--- config.mk ---
export PLATFORM = sky130hd
export DESIGN_NAME = cfg_mux_bank
export DESIGN_NICKNAME = d
export VERILOG_FILES = /design/src/rtl/cfg_mux_bank.sv
export SDC_FILE = /design/constraint.sdc
export NUM_CORES = 1
export LEC_CHECK = 0
export ABC_CLOCK_PERIOD_IN_PS = 8200
export CAP_MARGIN = 20
export CORE_UTILIZATION = 40
export CTS_CLUSTER_SIZE = 24
export DETAILED_ROUTE_END_ITERATION = 7
export DONT_BUFFER_PORTS = 1
export GPL_ROUTABILITY_DRIVEN = 0
export PLACE_DENSITY = 0.5
export SLEW_MARGIN = 20
export SYNTH_ARGS = -nofsm -noshare
export SYNTH_HDL_FRONTEND = slang
export SYNTH_SLANG_ARGS = --single-unit
export TNS_END_PERCENT = 100
--- constraint.sdc ---
create_clock -name CLK -period 8.2 [get_ports CLK]
set_input_delay 2.46 -clock CLK [delete_from_list [all_inputs] [get_ports CLK]]
set_output_delay 2.46 -clock CLK [all_outputs]
set_load 0.05 [all_outputs]
--- src/rtl/cfg_mux_bank.sv ---
// Bank of NUM_MUX configurable NUM_IN:1 routing muxes with shadow/active select
// registers, atomic commit, sequenced shadow clear and registered readback.

module cfg_mux_lane #(
    parameter int NUM_IN  = 16,
    parameter int SEL_W   = 4,
    parameter int OUT_REG = 0
) (
    input  logic              CLK,
    input  logic              resetn,
    input  logic              i_sh_we,
    input  logic [SEL_W-1:0]  i_sh_wdata,
    input  logic              i_commit,
    input  logic [NUM_IN-1:0] i_in,
    output logic [SEL_W-1:0]  o_shadow,
    output logic [SEL_W-1:0]  o_active,
    output logic              o_out
);
    logic [SEL_W-1:0] r_shadow;
    logic [SEL_W-1:0] r_active;
    logic [SEL_W-1:0] w_sh_next;
    logic             w_mux;

    // Commit copies the post-write shadow so a same-cycle write is included.
    assign w_sh_next = i_sh_we ? i_sh_wdata : r_shadow;
    assign w_mux     = i_in[r_active];
    assign o_shadow  = r_shadow;
    assign o_active  = r_active;

    always_ff @(posedge CLK or negedge resetn) begin
        if (!resetn) begin
            r_shadow <= '0;
            r_active <= '0;
        end else begin
            r_shadow <= w_sh_next;
            if (i_commit) r_active <= w_sh_next;
        end
    end

    generate
        if (OUT_REG != 0) begin : g_oreg
            logic r_out;
            always_ff @(posedge CLK or negedge resetn) begin
                if (!resetn) r_out <= 1'b0;
                else         r_out <= w_mux;
            end
            assign o_out = r_out;
        end else begin : g_comb
            assign o_out = w_mux;
        end
    endgenerate
endmodule

module cfg_mux_bank #(
    parameter  int NUM_MUX = 8,
    parameter  int NUM_IN  = 16,
    parameter  int OUT_REG = 0,
    localparam int SEL_W   = $clog2(NUM_IN),
    localparam int AW      = (NUM_MUX > 1) ? $clog2(NUM_MUX) : 1
) (
    input  logic                      CLK,
    input  logic                      resetn,
    input  logic                      cfg_we,
    input  logic [AW-1:0]             cfg_addr,
    input  logic [SEL_W-1:0]          cfg_wdata,
    input  logic                      commit,
    input  logic                      clear,
    input  logic [AW-1:0]             rd_addr,
    output logic [SEL_W-1:0]          rd_data,
    output logic [SEL_W-1:0]          rd_active,
    output logic                      busy,
    output logic                      cfg_err,
    input  logic [NUM_MUX*NUM_IN-1:0] mux_in,
    output logic [NUM_MUX-1:0]        mux_out
);
    localparam logic [AW:0]   LIM  = (AW+1)'(NUM_MUX);
    localparam logic [AW-1:0] LAST = (AW)'(NUM_MUX - 1);

    typedef enum logic {S_IDLE, S_CLEAR} state_t;

    state_t                        r_state, w_state_nx;
    logic [AW-1:0]                 r_idx, w_idx_nx;
    logic                          r_commit_pending, w_pend_nx;
    logic                          r_cfg_err;
    logic [SEL_W-1:0]              r_rd_data, r_rd_active;
    logic                          w_idle, w_clr, w_addr_ok, w_do_commit, w_err_set;
    logic [NUM_MUX-1:0]            w_sh_we;
    logic [SEL_W-1:0]              w_sh_wdata;
    logic [NUM_MUX-1:0][SEL_W-1:0] w_shadow, w_active;
    logic [SEL_W-1:0]              w_rd_sh, w_rd_act;

    assign w_idle      = (r_state == S_IDLE);
    assign w_clr       = (r_state == S_CLEAR);
    assign w_addr_ok   = ({1'b0, cfg_addr} < LIM);
    assign w_err_set   = cfg_we && (w_clr || !w_addr_ok);
    // A commit deferred by CLEAR fires on the first IDLE cycle, like a fresh pulse.
    assign w_do_commit = w_idle && (commit || r_commit_pending);
    assign w_sh_wdata  = w_clr ? '0 : cfg_wdata;

    genvar k;
    generate
        for (k = 0; k < NUM_MUX; k++) begin : g_lane
            assign w_sh_we[k] = w_clr ? (r_idx == (AW)'(k))
                                      : (cfg_we && w_addr_ok && (cfg_addr == (AW)'(k)));
            cfg_mux_lane #(
                .NUM_IN (NUM_IN),
                .SEL_W  (SEL_W),
                .OUT_REG(OUT_REG)
            ) u_lane (
                .CLK       (CLK),
                .resetn    (resetn),
                .i_sh_we   (w_sh_we[k]),
                .i_sh_wdata(w_sh_wdata),
                .i_commit  (w_do_commit),
                .i_in      (mux_in[k*NUM_IN +: NUM_IN]),
                .o_shadow  (w_shadow[k]),
                .o_active  (w_active[k]),
                .o_out     (mux_out[k])
            );
        end
    endgenerate

    always_comb begin
        w_state_nx = r_state;
        w_idx_nx   = r_idx;
        w_pend_nx  = r_commit_pending;
        case (r_state)
            S_IDLE: begin
                w_pend_nx = 1'b0;
                if (clear) begin
                    w_state_nx = S_CLEAR;
                    w_idx_nx   = '0;
                end
            end
            S_CLEAR: begin
                if (commit) w_pend_nx = 1'b1;
                if (r_idx == LAST) begin
                    w_state_nx = S_IDLE;
                    w_idx_nx   = '0;
                end else begin
                    w_idx_nx = r_idx + 1'b1;
                end
            end
            default: w_state_nx = S_IDLE;
        endcase
    end

    always_ff @(posedge CLK or negedge resetn) begin
        if (!resetn) begin
            r_state          <= S_IDLE;
            r_idx            <= '0;
            r_commit_pending <= 1'b0;
            r_cfg_err        <= 1'b0;
        end else begin
            r_state          <= w_state_nx;
            r_idx            <= w_idx_nx;
            r_commit_pending <= w_pend_nx;
            if (w_err_set) r_cfg_err <= 1'b1;
        end
    end

    // Out-of-range read addresses match no lane and fall through to zero.
    always_comb begin
        w_rd_sh  = '0;
        w_rd_act = '0;
        for (int i = 0; i < NUM_MUX; i++) begin
            if (rd_addr == (AW)'(i)) begin
                w_rd_sh  = w_shadow[i];
                w_rd_act = w_active[i];
            end
        end
    end

    always_ff @(posedge CLK or negedge resetn) begin
        if (!resetn) begin
            r_rd_data   <= '0;
            r_rd_active <= '0;
        end else begin
            r_rd_data   <= w_rd_sh;
            r_rd_active <= w_rd_act;
        end
    end

    assign rd_data   = r_rd_data;
    assign rd_active = r_rd_active;
    assign busy      = w_clr;
    assign cfg_err   = r_cfg_err;
endmodule

# ---- After elaboration in Yosys (flattened, before gate mapping)
# Cells that the tools add are included.
# W data, S select, Z words.
dict set report word_totals {
  reg_bits 78
  inputBits 143
  elab_cells 126
  out_inout_bits 18
}
dict set report op_classes {
  n_reduce_logical 14
  n_addsub 1
  n_bitwise 1
  magnitude_cmp 8
  muxes 57
  n_eq_ne 23
}
# cell count
set ops {}
lappend ops {{$mux W4} 25}
lappend ops {{$lt A4 B5 Y1 const B} 8}
lappend ops {{$eq A3 B3 Y1 const B} 12}
lappend ops {{$bmux W1 S4} 8}
lappend ops {{$mux W1} 19}
lappend ops {{$eq A3 B2 Y1 const B} 6}
lappend ops {{$logic_and A1 B1 Y1} 10}
lappend ops {{$eq A3 B1 Y1 const B} 3}
lappend ops {{$logic_not A3 Y1} 3}
lappend ops {{$mux W3} 2}
lappend ops {{$pmux W3 S2} 1}
lappend ops {{$ne A2 B2 Y1 const B} 2}
lappend ops {{$pmux W1 S2} 2}
lappend ops {{$add A3 B1 Y3 const B} 1}
lappend ops {{$logic_or A1 B1 Y1} 1}
lappend ops {{$not A1 Y1} 1}

# ---- Depth between registers and ports, before layout
# Gate-level depths: netlist of the first run.
dict set report logic_depth {
  ltp_word 9
  ltp_mapped 6
  depth_no_buf 6
}

# ---- Modules after synthesis
# A second synthesis of the first run with hierarchy kept.
dict set report hier_totals {
  cells_unflattened 330
  area_unflattened_um2 4953.5
}
# module area_each_um2 n_inst cells_per_inst seq_area_each_um2
set by_module_without_submodules {}
lappend by_module_without_submodules {cfg_mux_lane 425.4 8 23 200.2}
lappend by_module_without_submodules {cfg_mux_bank 1550.2 1 146 350.3}

# ---- Worst setup path after synthesis of the first run
# Ideal clock, no wire load.
dict set report synth_path {
  path_type {input-to-output}
  startpoint {input mux_in[15]}
  endpoint {output mux_out[0]}
  path_slack_ns 2.188
  t_arrival_ns 3.552
  path_stages 3
  path_buffers 1
  required_ns 5.740
  path_cell_list {mux4_2 -> mux4_2 -> buf_4}
}
dict set report synth_via {
  elab_chain_cells 2
}
# element line
set synth_lines {}
lappend synth_lines {{start, declared} 73} ;# input logic [NUM_MUX*NUM_IN-1:0] mux_in,
lappend synth_lines {{$bmux W1 S4} 26} ;# assign w_mux = i_in[r_active];
lappend synth_lines {{$mux W1 (not written as such)} 26}
lappend synth_lines {{end, declared} 74} ;# output logic [NUM_MUX-1:0] mux_out
# No other way between the ends. The select of a mux whose other input is x is not followed.

# ---- Final worst setup path of the first run
dict set report layout_path {
  startpoint {input mux_in[47]}
  endpoint {output mux_out[2]}
}
# Same word-level chain as after synthesis.

==> results.sh, run 1 <==
export IMPL_ios=161
export IMPL_crit_buf_inv=0
export IMPL_ctsHoldBuffers=0
export IMPL_drt_drc_violations_left=28
export IMPL_root_buffer="clkbuf_16"
export IMPL_routedWlPerCell_um=22.48
export IMPL_violations="design-rule violations"
export IMPL_finalSetupTns_ns=0
export IMPL_switching_share=0.3762
export IMPL_slowest_delay_ns=0.65
export IMPL_clockBufferDepth=2
export IMPL_nets=520
export IMPL_die_w_um=111.1
export IMPL_num_rows=39
export IMPL_startpoint_type="input pin"
export IMPL_fillCellCount=1115
export IMPL_die_y_um=111.1
export IMPL_wl_met2_mm=5.774
export IMPL_maxCapViolCount=0
export IMPL_status="finished with violations"
export IMPL_cts_tree="yes"
export IMPL_p_int_uw=1200
export IMPL_coreArea_mm2=0.01152
export IMPL_post_cts_buffers=0
export IMPL_synth_edf_count=0
export IMPL_timing_slew_headroom=0.6504
export IMPL_cts_htree_levels=3
export IMPL_synthesis_area_mm2=0.004760
export IMPL_power_density_mw_per_mm2=372.8
export IMPL_arrival_ns=3.55
export IMPL_synthTopCellsByArea="dfrtp_1 (41%), mux4_2 (23%), mux2_2 (5.4%)"
export IMPL_gr_total_overflow=0
export IMPL_ctsResizeCount=0
export IMPL_clock_skew_final_ns=0.006022
export IMPL_ant_nets=0
export IMPL_period_minus_slack_ns=6.012
export IMPL_clock_latency_ns=0.34
export IMPL_drive_above_1_share=0.2507
export IMPL_path_max_fanout=1
export IMPL_routed_top_layer="met4"
export IMPL_place_hpwl_mm=8.844
export IMPL_ys_warn_count=0
export IMPL_first_pass_iters=6
export IMPL_worst_setup_path_end_kind="primary output"
export IMPL_antennaDiodeCount=0
export IMPL_ir_drop_mv=0.1832
export IMPL_p_total_uw=1923
export IMPL_routed_wl_mm=11.65
export IMPL_io_buffers=0
export IMPL_cp_required_ns=5.74
export IMPL_cp_common_cell="mux4_2"
export IMPL_avgSynthCellArea_um2=12.14
export IMPL_synth_seq_cells=78
export IMPL_path_class="in2out"
export IMPL_post_drt_via_cell_ratio=5.805
export IMPL_vias=3007
export IMPL_start_util=0.4133
export IMPL_cp_top_family="multiplexers"
export IMPL_regArea_mm2=0.001952
export IMPL_tightest_slew_ns=0.5179
export IMPL_setup_viol=0
export IMPL_grt_max_degree=79
export IMPL_postSynthCellCount=392
export IMPL_cts_sinks=78
export IMPL_hold_path_class="reg2reg"
export IMPL_clk_pin_slew_worst_paths_ns=0.06
export IMPL_hold_viol_final=0
export IMPL_crit_slowest_cell="mux4_2"
export IMPL_dieArea_mm2=0.01234
export IMPL_wl_met1_mm=5.016
export IMPL_ys_types=37
export IMPL_pwr_share_seq=0.390
export IMPL_fmax_ghz=0.1663
export IMPL_combinationalPowerShare=0.363
export IMPL_power_leakage_uw=0.002328
export IMPL_pwr_share_clk=0.247
export IMPL_antenna_found_initial=0
export IMPL_p_sw_uw=723.6
export IMPL_area_growth_pct=8.412
export IMPL_grt_use_total=0.1985
export IMPL_fin_util=0.4481
export IMPL_yosysTopAreaCell="dfrtp_1"
export IMPL_met3_length_um=725
export IMPL_multiInputGateArea_mm2=0.002525
export IMPL_slew_violations=0
export IMPL_drt_iter0_drc=131
export IMPL_cts_buffers_inserted=9
export IMPL_post_route_period_util=0.7332
export IMPL_netlist_area_leader_share=0.4101
export IMPL_synth_seq_area_share=0.4101
export IMPL_syn_num_nets=541
export IMPL_grt_pass1_wl_mm=18.24
export IMPL_crit_chain="mux4_2 -> mux4_2"
export IMPL_rsz0062_at_grt="false"
export IMPL_synth_main_ff_cell="dfrtp_1"
export IMPL_async_flop_share=1.000
export IMPL_grt_pass1_vias=3183
==> Yosys cell counts, drive strengths merged (2+ instances only) <==
master,number
a211oi,4
a21boi,4
a21oi,3
a22o,4
and2,5
and3b,8
buf,25
clkbuf,9
dfrtp,78
ha,6
inv,30
mux2,31
mux2i,20
mux4,48
nand2,50
nand2b,3
nand3,4
nand3b,5
nor2,5
nor2b,5
o21ai,29
o311ai,4
o31ai,2
or3,2
==> through the flow <==
| stage | hold WS, ns | instances | setup WS (ns) | cell area (um^2) |
|---|---|---|---|---|
| 6_report | 0.5369 | 518 | 2.188 | 5160 |
| 2_1_floorplan | 0.4644 | 392 | 2.188 | 4760 |
| 4_1_cts | 0.5419 | 517 | 2.185 | 5132 |
| 3_3_place_gp | 0.5281 | 502 | 2.185 | 4776 |
| 5_1_grt | 0.5589 | 518 | 2.170 | 5160 |
| 3_5_place_dp | 0.5281 | 502 | 2.186 | 4776 |
==> cell families after synthesis <==
logic type / Yosys count / share of synthesized area
AO/OA/AOI/OAI: 54 / 0.07019
adder cells (fa/ha/maj): 6 / 0.01577
buffers and inverters: 64 / 0.06178
flip-flops: 78 / 0.4101
AND/OR/NAND/NOR: 91 / 0.09648
multiplexers: 99 / 0.3457
==> state kept, by name, indices dropped and copies added (netlist names) <==
signal	count
g_lane.u_lane.o_active	32
g_lane.u_lane.o_shadow	32
rd_active	4
rd_data	4
r_idx	3
busy	1
cfg_err	1
r_commit_pending	1
==> area by class of cell <==
cell class | count | area share
flip-flops and latches | 78 | 0.3783
clock buffers | 12 | 0.05165
inverters | 30 | 0.02182
multi-input cells | 250 | 0.4893
clock inverters | 3 | 0.01746
repair buffers | 2 | 0.006790
well taps | 143 | 0.03468
==> path summary, 6_finish.rpt <==
| check | end | from | slack (ns) | cells after the start |
|---|---|---|---|---|
| max | mux_out[2] | mux_in[47] | 2.19 | 2 |
| min | g_lane[5].u_lane.o_active[3] | g_lane[5].u_lane.o_active[3] | 0.54 | 2 |
| max reg2reg | g_lane[2].u_lane.o_active[3] | busy | 6.19 | 4 |
| min reg2reg | g_lane[5].u_lane.o_active[3] | g_lane[5].u_lane.o_active[3] | 0.54 | 2 |
| max in group asynchronous | g_lane[6].u_lane.o_active[0] | resetn | 6.23 | 0 |
| min in group asynchronous | g_lane[1].u_lane.o_active[0] | resetn | 1.81 | 0 |
==> layout by cell type, fill, tap and decap left out, types with 4 or more instances in the layout <==
master / netlist / layout
a211oi_1: 4 / 4
a21boi_0: 4 / 4
a22o_1: 4 / 4
and2_1: 5 / 5
and3b_1: 8 / 8
clkbuf_16: 0 / 9
dfrtp_1: 78 / 78
ha_1: 6 / 6
inv_1: 30 / 30
mux2_1: 8 / 8
mux2_2: 23 / 23
mux2i_1: 16 / 16
mux2i_2: 4 / 4
mux4_2: 48 / 48
nand2_1: 50 / 50
nand3_1: 4 / 4
nand3b_1: 5 / 5
nor2_1: 5 / 5
nor2b_1: 5 / 5
o21ai_0: 26 / 26
==> power by group through the flow <==
stage | Sequential [uW] | Clock, uW | Combinational, uW
after floorplan | 675 | 0 | 684
after global placement | 759 | 0 | 680
after detailed placement | 764 | 0 | 690
after CTS | 757 | 487 | 694
after global routing | 782 | 499 | 760
final | 750 | 476 | 698
==> layer usage <==
layer	vias to the layer above	global-route usage
li1	1381	-
met1	1508	0.2494
met2	107	0.3338
met3	11	0.05686
met4	0	0.05676
met5	-	0
Note: power is estimated with default switching activity, not from simulation.
==> run 2, diff against run 1 <==
Settings changed: ABC_CLOCK_PERIOD_IN_PS 8200 to 5500, PLACE_DENSITY 0.5 to 0.52.
Clock period 8.2 ns to 5.5 ns, I/O delays scaled along.
==> run 2 against run 1 <==
Net effect:
- the flow still finishes with violations (design-rule violations)
- sequential cell count unchanged
- combinational power up 46%
- sequential power up 49%
- power up 47%
- clock power up 42%
- cell area down 0.51%
- wire length down 5.1%
- clock skew about the same
- count of clock-buffer cells in the layout down 1
- register-to-register slack worse by 2.7 ns
- die area unchanged
- first-iteration DRC count up 8.4%
- critical path type unchanged
- largest cell class unchanged
==> results.sh, run 2 (synthesis results as in run 1) <==
export IMPL_ctsHoldBuffers=0
export IMPL_nets=520
export IMPL_final_cell_mix="dfrtp_1 (78), nand2_1 (50), mux4_2 (48), inv_1 (30), o21ai_0 (26)"
export IMPL_violations="design-rule violations"
export IMPL_final_common_cell="dfrtp_1"
export IMPL_ant_nets=0
export IMPL_ios=161
export IMPL_maxCapViolCount=0
export IMPL_p_int_uw=1759
export IMPL_grt_pass1_vias=3220
export IMPL_grt_pass1_wl_mm=17.79
export IMPL_drt_iter0_drc=142
export IMPL_dp_cells=502
export IMPL_place_ws_ns=1.112
export IMPL_die_w_um=111.1
export IMPL_crit_slowest_cell="mux4_2"
export IMPL_stdcell_count=518
export IMPL_rsz0062_at_grt="false"
export IMPL_dieArea_mm2=0.01234
export IMPL_place_hpwl_mm=8.422
export IMPL_combinationalPowerShare=0.362
export IMPL_worst_setup_path_end_kind="primary output"
export IMPL_cp_required_ns=3.85
export IMPL_fin_util=0.4458
export IMPL_post_route_period_util=0.7983
export IMPL_power_leakage_uw=0.002316
export IMPL_pwr_share_seq=0.398
export IMPL_setup_viol=0
export IMPL_clk_pin_slew_worst_paths_ns=0.06
export IMPL_p_total_uw=2820
export IMPL_timing_slew_headroom=0.6276
export IMPL_status="finished with violations"
export IMPL_coreArea_mm2=0.01152
export IMPL_grtUsageMet2=0.3270
export IMPL_post_drt_via_cell_ratio=5.759
export IMPL_drt_drc_violations_left=28
export IMPL_crit_buf_inv=0
export IMPL_ctsResizeCount=0
export IMPL_clockBufferDepth=2
export IMPL_cp_common_cell="mux4_2"
export IMPL_clock_latency_ns=0.33
export IMPL_cts_tree="yes"
export IMPL_post_cts_buffers=0
export IMPL_finalSetupTns_ns=0
export IMPL_grt_met1_usage=0.2411
export IMPL_grt_max_degree=79
export IMPL_path_class="in2out"
export IMPL_path_max_fanout=1
export IMPL_slew_violations=0
export IMPL_drive_above_1_share=0.2480
export IMPL_p_sw_uw=1062
export IMPL_root_buffer="clkbuf_16"
export IMPL_gr_total_overflow=0
export IMPL_routed_wl_mm=11.05
export IMPL_worst_slack_ns=1.109
export IMPL_fmax_ghz=0.2278
export IMPL_arrival_ns=2.74
export IMPL_gr_usage_met3=0.05139
export IMPL_area_growth_pct=7.860
export IMPL_ir_drop_mv=0.2167
export IMPL_first_pass_iters=7
export IMPL_start_util=0.4133
export IMPL_cts_htree_levels=3
export IMPL_clock_skew_final_ns=0.006205
export IMPL_slowest_delay_ns=0.65
export IMPL_startpoint_type="input pin"
export IMPL_tightest_slew_ns=0.5515
export IMPL_num_rows=39
export IMPL_routedWlPerCell_um=21.34
export IMPL_grt_busiest_layer="met2"
export IMPL_vias=2983
export IMPL_hold_viol_final=0
export IMPL_power_density_mw_per_mm2=549.4
export IMPL_io_buffers=0
export IMPL_period_minus_slack_ns=4.391
export IMPL_antenna_found_initial=0
export IMPL_pwr_share_clk=0.240
export IMPL_switching_share=0.3764
export IMPL_grt_use_total=0.1905
export IMPL_cts_buffers_inserted=9
export IMPL_cp_top_family="multiplexers"
export IMPL_antennaDiodeCount=0
export IMPL_crit_chain="mux4_2 -> mux4_2"
export IMPL_die_y_um=111.1
export IMPL_hold_path_class="reg2reg"
export IMPL_cts_sinks=78
==> run 2: area by class of cell <==
type / count / area [um^2]
inverters: 30 / 112.6
clock buffers: 11 / 242.7
repair buffers: 2 / 27.53
flip-flops and latches: 78 / 1952
clock inverters: 4 / 95.09
fillers: 1047 / 6382
multi-input cells: 250 / 2525
well taps: 143 / 178.9
==> run 2: through the flow <==
| step | hold WS (ns) | area (um^2) |
|---|---|---|
| after floorplan | 0.4644 | 4760 |
| after global placement | 0.5222 | 4776 |
| after detailed placement | 0.5248 | 4776 |
| after CTS | 0.5381 | 5114 |
| after global routing | 0.5694 | 5134 |
| final | 0.5449 | 5134 |
==> run 2: power groups by stage <==
stage	Combinational (uW)	Clock (uW)	Sequential, uW
finish	1020	677	1120
global route	1120	714	1170
CTS	1020	696	1130
detailed placement	1020	0	1150
global placement	1000	0	1140
floorplan	1020	0	1010
==> run 2: routing by layer <==
layer | share of wire | vias to the layer above
met1 | 0.42 | 1491
met5 | 0 | -
li1 | - | 1383
met4 | 0.0092 | 0
met2 | 0.51 | 101
met3 | 0.062 | 8
==> run 2: worst reg2reg max path: cells and delay by family, from the launching register on <==
family	cells	cell delay (ns)
AND/OR/NAND/NOR	1	0.75
flip-flops	1	0.35
buffers and inverters	1	0.24
multiplexers	2	0.54
==> run 2: final timing paths <==
kind	start	end	slack (ns)	depth (start not counted)
min in group asynchronous	resetn	g_lane[1].u_lane.o_active[3]	1.01	0
max	mux_in[47]	mux_out[2]	1.11	2
min	g_lane[3].u_lane.o_active[3]	g_lane[3].u_lane.o_active[3]	0.54	2
max in group asynchronous	resetn	g_lane[3].u_lane.o_active[2]	4.35	0
max reg2reg	busy	g_lane[2].u_lane.o_active[2]	3.50	4
min reg2reg	g_lane[3].u_lane.o_active[3]	g_lane[3].u_lane.o_active[3]	0.54	2
==> run 3, diff against run 2 <==
Settings changed: ABC_CLOCK_PERIOD_IN_PS 5500 to 3600.
Clock period 5.5 ns to 3.6 ns, I/O delays scaled along.
==> run 3 against run 2 <==
Net effect:
- sequential cell count stayed put
- worst hold slack worse by 0.11 ns
- critical path depth stayed put
- power is 51% higher
- non-clock buffer count stayed put
- clock power is 45% higher
- count of clock-buffer cells in the layout stayed put
- highest routed layer unchanged
- the run still ends with design-rule violations left
- first-iteration DRC count is 13% higher
- combinational power is 51% higher
- critical path type unchanged
- sequential share of layout area is 0.19 points higher
==> results.sh, run 3 (synthesis results as in run 1) <==
export IMPL_status="finished with violations"
export IMPL_violations="design-rule violations"
export IMPL_slowest_delay_ns=0.64
export IMPL_nets=520
export IMPL_hold_path_class="in2async"
export IMPL_die_y_um=111.1
export IMPL_routedWlPerCell_um=21.57
export IMPL_cp_top_family="multiplexers"
export IMPL_r2r_cells=3
export IMPL_place_ws_ns=0.3355
export IMPL_timing_slew_headroom=0.5779
export IMPL_rsz0062_at_grt="false"
export IMPL_startpoint_type="input pin"
export IMPL_placed_area_mm2=0.004783
export IMPL_cp_num_cells=2
export IMPL_ir_drop_mv=0.3317
export IMPL_grt_pass1_wl_mm=17.64
export IMPL_ios=161
export IMPL_worst_setup_path_end_kind="primary output"
export IMPL_post_cts_buffers=0
export IMPL_path_max_fanout=1
export IMPL_grt_use_total=0.1898
export IMPL_worst_slack_ns=0.3386
export IMPL_power_leakage_uw=0.002292
export IMPL_path_class="in2out"
export IMPL_finish_instance_area_mm2=0.005109
export IMPL_p_total_uw=4254
export IMPL_start_util=0.4133
export IMPL_area_growth_pct=7.334
export IMPL_crit_buf_inv=0
export IMPL_gr_total_overflow=0
export IMPL_root_buffer="clkbuf_16"
export IMPL_antenna_found_initial=0
export IMPL_die_w_um=111.1
export IMPL_io_buffers=0
export IMPL_clockBufferDepth=2
export IMPL_antennaDiodeCount=0
export IMPL_ctsHoldBuffers=0
export IMPL_cp_common_cell="mux4_2"
export IMPL_post_route_period_util=0.9060
export IMPL_drt_iter0_drc=161
export IMPL_vias=3055
export IMPL_clk_pin_slew_worst_paths_ns=0.06
export IMPL_crit_slowest_cell="mux4_2"
export IMPL_power_density_mw_per_mm2=832.7
export IMPL_crit_chain="mux4_2 -> mux4_2"
export IMPL_tightest_slew_ns=0.6315
export IMPL_place_hpwl_mm=8.510
export IMPL_fmax_ghz=0.3066
export IMPL_dieArea_mm2=0.01234
export IMPL_drt_drc_violations_left=28
export IMPL_worst_hold_slack_ns=0.4383
export IMPL_final_common_cell="dfrtp_1"
export IMPL_routed_wl_mm=11.20
export IMPL_cp_required_ns=2.52
export IMPL_maxCapViolCount=0
export IMPL_cts_tree="yes"
export IMPL_cts_buffers_inserted=9
export IMPL_grt_max_degree=79
export IMPL_first_pass_iters=6
export IMPL_final_cell_mix="dfrtp_1 (78), nand2_1 (50), mux4_2 (48), inv_1 (30), o21ai_0 (26)"
export IMPL_cts_sinks=78
export IMPL_slew_violations=0
export IMPL_clock_latency_ns=0.33
export IMPL_drive_above_1_share=0.2500
export IMPL_ctsResizeCount=0
export IMPL_clock_skew_final_ns=0.006065
export IMPL_num_rows=39
export IMPL_grt_pass1_vias=3178
export IMPL_coreArea_mm2=0.01152
export IMPL_hold_viol_final=0
export IMPL_post_drt_via_cell_ratio=5.886
export IMPL_cts_htree_levels=3
export IMPL_arrival_ns=2.18
export IMPL_setup_viol=0
export IMPL_period_minus_slack_ns=3.261
export IMPL_finalSetupTns_ns=0
export IMPL_ant_nets=0
==> run 3: path summary, 6_finish.rpt <==
path | from | endpoint | slack, ns
max in group asynchronous | resetn | r_idx[1] | 3.02
min | resetn | g_lane[1].u_lane.o_active[3] | 0.44
max reg2reg | busy | g_lane[2].u_lane.o_active[3] | 1.57
min reg2reg | g_lane[5].u_lane.o_active[3] | g_lane[5].u_lane.o_active[3] | 0.54
min in group CLK | g_lane[5].u_lane.o_active[3] | g_lane[5].u_lane.o_active[3] | 0.54
max | mux_in[123] | mux_out[7] | 0.34
==> run 3: final cells by class <==
| class | count | area, um^2 |
|---|---|---|
| Inverter | 30 | 112.6 |
| Timing Repair Buffer | 2 | 15.01 |
| Sequential cell | 78 | 1952 |
| Tap cell | 143 | 178.9 |
| Fill cell | 1093 | 6407 |
| Clock inverter | 5 | 82.58 |
| Clock buffer | 11 | 242.7 |
| Multi-Input combinational cell | 250 | 2525 |
==> run 3: routing by layer <==
metal / wire, um / share of wire / track usage / up-vias
li1: - / - / - / 1388
met2: 5589 / 0.50 / 0.3170 / 104
met5: 0 / 0 / 0 / -
met1: 4739 / 0.42 / 0.2436 / 1551
met4: 118 / 0.011 / 0.05045 / 0
met3: 749 / 0.067 / 0.05194 / 12
==> run 3: power by group <==
| group | switching [uW] | internal [uW] |
|---|---|---|
| combinational | 770 | 766 |
| sequential | 515 | 1220 |
| clock | 358 | 626 |
==> run 3: metrics by stage <==
stage	instances	util
after floorplan	392	-
after global placement	503	0.4154
after detailed placement	503	0.4154
after CTS	519	0.4436
after global routing	519	0.4436
final	519	0.4436
